===== src/rtl/seq_checker_sat_counter.sv =====
// Event counter that adds a variable amount per cycle and sticks at all-ones;
// a synchronous clear takes priority over the same-cycle increment.
module sat_counter #(
    parameter int W     = 16,
    parameter int INC_W = 1
) (
    input  logic             clk,
    input  logic             rst,
    input  logic             clr,
    input  logic [INC_W-1:0] inc,
    output logic [W-1:0]     count
);

    localparam int SUM_W = ((W > INC_W) ? W : INC_W) + 1;

    logic [W-1:0]     count_q, count_d;
    logic [SUM_W-1:0] sum;

    always_comb begin
        sum = SUM_W'(count_q) + SUM_W'(inc);
        if (clr) begin
            count_d = '0;
        end else if (sum > SUM_W'({W{1'b1}})) begin
            count_d = '1;
        end else begin
            count_d = sum[W-1:0];
        end
    end

    always_ff @(posedge clk) begin
        if (rst) begin
            count_q <= '0;
        end else begin
            count_q <= count_d;
        end
    end

    assign count = count_q;

endmodule


===== config.mk =====
export PLATFORM = sky130hd
export DESIGN_NAME = sat_counter
export DESIGN_NICKNAME = d
export VERILOG_FILES = /design/src/rtl/seq_checker_sat_counter.sv
export SDC_FILE = /design/constraint.sdc
export NUM_CORES = 1
export LEC_CHECK = 0
export CAP_MARGIN = 10
export CORE_MARGIN = 10
export CORE_UTILIZATION = 55
export DETAILED_ROUTE_END_ITERATION = 12
export DONT_BUFFER_PORTS = 1
export PLACE_DENSITY = 0.7
export SLEW_MARGIN = 20
export SYNTH_ARGS = -nofsm -noshare
export SYNTH_HDL_FRONTEND = slang
export SYNTH_SLANG_ARGS = --single-unit
export TNS_END_PERCENT = 100

===== constraint.sdc =====
create_clock -name clk -period 4.36 [get_ports clk]
set_input_delay 0.872 -clock clk [delete_from_list [all_inputs] [get_ports clk]]
set_output_delay 0.872 -clock clk [all_outputs]
set_load 0.03 [all_outputs]

==> results.cfg <==
[timing]
setup_tns_ps = 0
timing.fmax_mhz = 468
finalHoldViolCount = 0
tightest_slew_ps = 610
relSlewSlack_pct = 58.9
holdWs_ps = 728
fin_skew_ps = 1.17
finalCritPeriodShare_pct = 49.0
setup_viol = 0
maxSlewViolCount = 0
fin_crit_ps = 2140
rsz0062_at_grt = no

[worst_setup_path]
slowest_stage = or4_4
critPathTopFamily = simple AND/OR/NAND/NOR gates
arrival_ps = 2350
crit_buf_inv = 0
crit_chain = ha_1 > nand4_4 > or4_4 > or2_1 > a21oi_1
critPathKind = flop to flop
slowest_delay_ps = 560
startpoint_type = flop
endpoint_kind = flop
worstPathMaxFanout = 10
required_ps = 4580

[grt]
grt_pass1_vias = 575
grt_start_max_net_pins = 17
track_usage_pct = 10.2
antenna_found_initial = 0
grt_pass1_wl_mm = 2.70
grt_overflow = 0

[pwr]
static-leakage-power_nw = 0.244
p_per_area_mw_per_mm2 = 318
vdd.ir_drop.worst_mv = 0.201

[clocking]
cts_htree_levels = 1
cts_hold_buf = 0
clk_path_buf_depth = 2
clk_pin_slew_ps = 90
worst_skew_pair.late_latency_ps = 280
clock-sinks = 16
post-cts-setup-buffer-count = 0
cts_buffers = 3
ctsResizeCount = 0
cts_tree = built
root_buffer = clkbuf_4

[place]
post-dp-hpwl_mm = 1.16
place.gp.congestion = 0.710
io_buffers = 0

[die]
coreArea_sq_mm = 0.00130
rows = 13
pin_count = 20
dieArea_sq_mm = 0.00327
die_x_microns = 57.2
initial_utilization_pct = 58.4
dieHeight_microns = 57.2

[route]
drcViolationCount = 0
antenna_violating_nets_post_route = 0
firstDrtPassIters = 4
viasPerCell = 5.92
drt-initial-drc-count = 7
via_count = 580
avgRoutedWirePerCell_microns = 16.2
wirelength_mm = 1.59

[flow_run]
maxCapViolCount = 0

[run_status]
status = finished, final reports clean

[synthesis]
syn_area_per_cell_sq_um = 9.26
yosys-top-cells-area = dfxtp_1, a21oi_1, xnor2_1, nor3_1, xor2_1
ys_types = 31
synth_top_cell_area_share_pct = 42.2
yosys_warnings = 0
syn_nets = 88
syn_inst = 82
synth_seq_cells = 16
syn-cell-area_sq_um = 759
synth-seq-area-share_pct = 42.2
synth_top_cell_by_area = dfxtp_1

[layout]
fill_cells = 114
largest_reg_flops = 16
nets = 90
layout-drive-gt1-share_pct = 12.0
area_growth_pct = 4.78
diodes = 0

[hold_path]
worstHoldPathType = flop to flop
## worst paths after layout
| kind | end | slack, ps | depth (start not counted) | from |
|---|---|---|---|---|
| setup / recovery | count[13]$_SDFF_PP0_ | 2220 | 5 | count[0]$_SDFF_PP0_ |
| hold / removal | count[12]$_SDFF_PP0_ | 730 | 2 | count[12]$_SDFF_PP0_ |
| setup reg to reg | count[13]$_SDFF_PP0_ | 2220 | 5 | count[0]$_SDFF_PP0_ |
| hold reg to reg | count[12]$_SDFF_PP0_ | 730 | 2 | count[12]$_SDFF_PP0_ |
## placed cells by master, fill, tap and decap left out, types with 2 or more instances in the layout
cell type / count
a211oi_1: 2
a21oi_1: 9
a31oi_1: 3
clkbuf_4: 3
dfxtp_1: 16
ha_1: 2
inv_1: 2
nand2_1: 4
nand3_1: 5
nor2_1: 4
nor3_1: 6
o21ai_0: 2
xnor2_1: 5
xor2_1: 3
## stage by stage
stage / power [mW] / instances / area [sq um] / utilization, % / setup WS [ps]
finish: 0.253 / 98 / 796 / 61.2 / 2220
global route: 0.266 / 98 / 796 / 61.2 / 1930
CTS: 0.257 / 98 / 796 / 61.2 / 2210
detailed placement: 0.158 / 94 / 759 / 58.4 / 1980
global placement: 0.158 / 94 / 759 / 58.4 / 2000
floorplan: 0.157 / 82 / 759 / - / 2120
## worst register-to-register path: stages, from the launching register on
cell and delay (ps):
dfxtp_1 550, ha_1 280, nand4_4 120, or4_4 560, or2_1 370, a21oi_1 190
## cell usage after synthesis
library cell	count
a211oi_1	2
xnor2_1	5
or3_1	1
nor4_1	1
and4_2	1
nand4_4	1
mux2i_1	1
buf_6	1
and3_1	1
nand3_1	5
a21oi_1	9
dfxtp_1	16
nand2_1	4
xor2_1	3
or4_4	1
inv_1	2
a41oi_1	1
a31oi_2	1
nor3_1	6
nor2_1	4
o21ai_0	2
a21oi_2	1
or2_2	1
ha_1	2
and4_1	1
nor2b_1	1
clkbuf_1	2
a31oi_1	3
a311oi_1	1
or2_1	1
nand4_1	1
## cell type report
cell class / count / area [sq um] / area share (%)
well taps: 15 / 18.8 / 2.36
flip-flops and latches: 16 / 320 / 40.3
clock buffers: 4 / 36.3 / 4.56
inverters: 2 / 7.51 / 0.943
multi-input cells: 61 / 413 / 51.9
## cells by family (layout without fill, tap and decap cells)
logic type / after synthesis / count (layout) / share of synthesized area, %
and+or+nand+nor: 30 / 30 / 23.7
AOI/OAI and AO/OA: 20 / 20 / 16.8
DFF: 16 / 16 / 42.2
xor gates and xnor gates: 8 / 8 / 9.23
buffers and inverters: 5 / 6 / 3.46
adders and majority gates: 2 / 2 / 3.29
muxes: 1 / 1 / 1.32
## report_power, final
group / switching (mW) / internal, mW
Sequential: 0.00212 / 0.147
Combinational: 0.00379 / 0.00176
Clock: 0.0476 / 0.0508
## layer usage
layer	global-route usage (%)	part of all wire, %
met3	5.97	9.3
met5	0	0
met4	5.03	0.76
met2	15.8	45
met1	10.8	45
(Power assumes the default switching activity.)
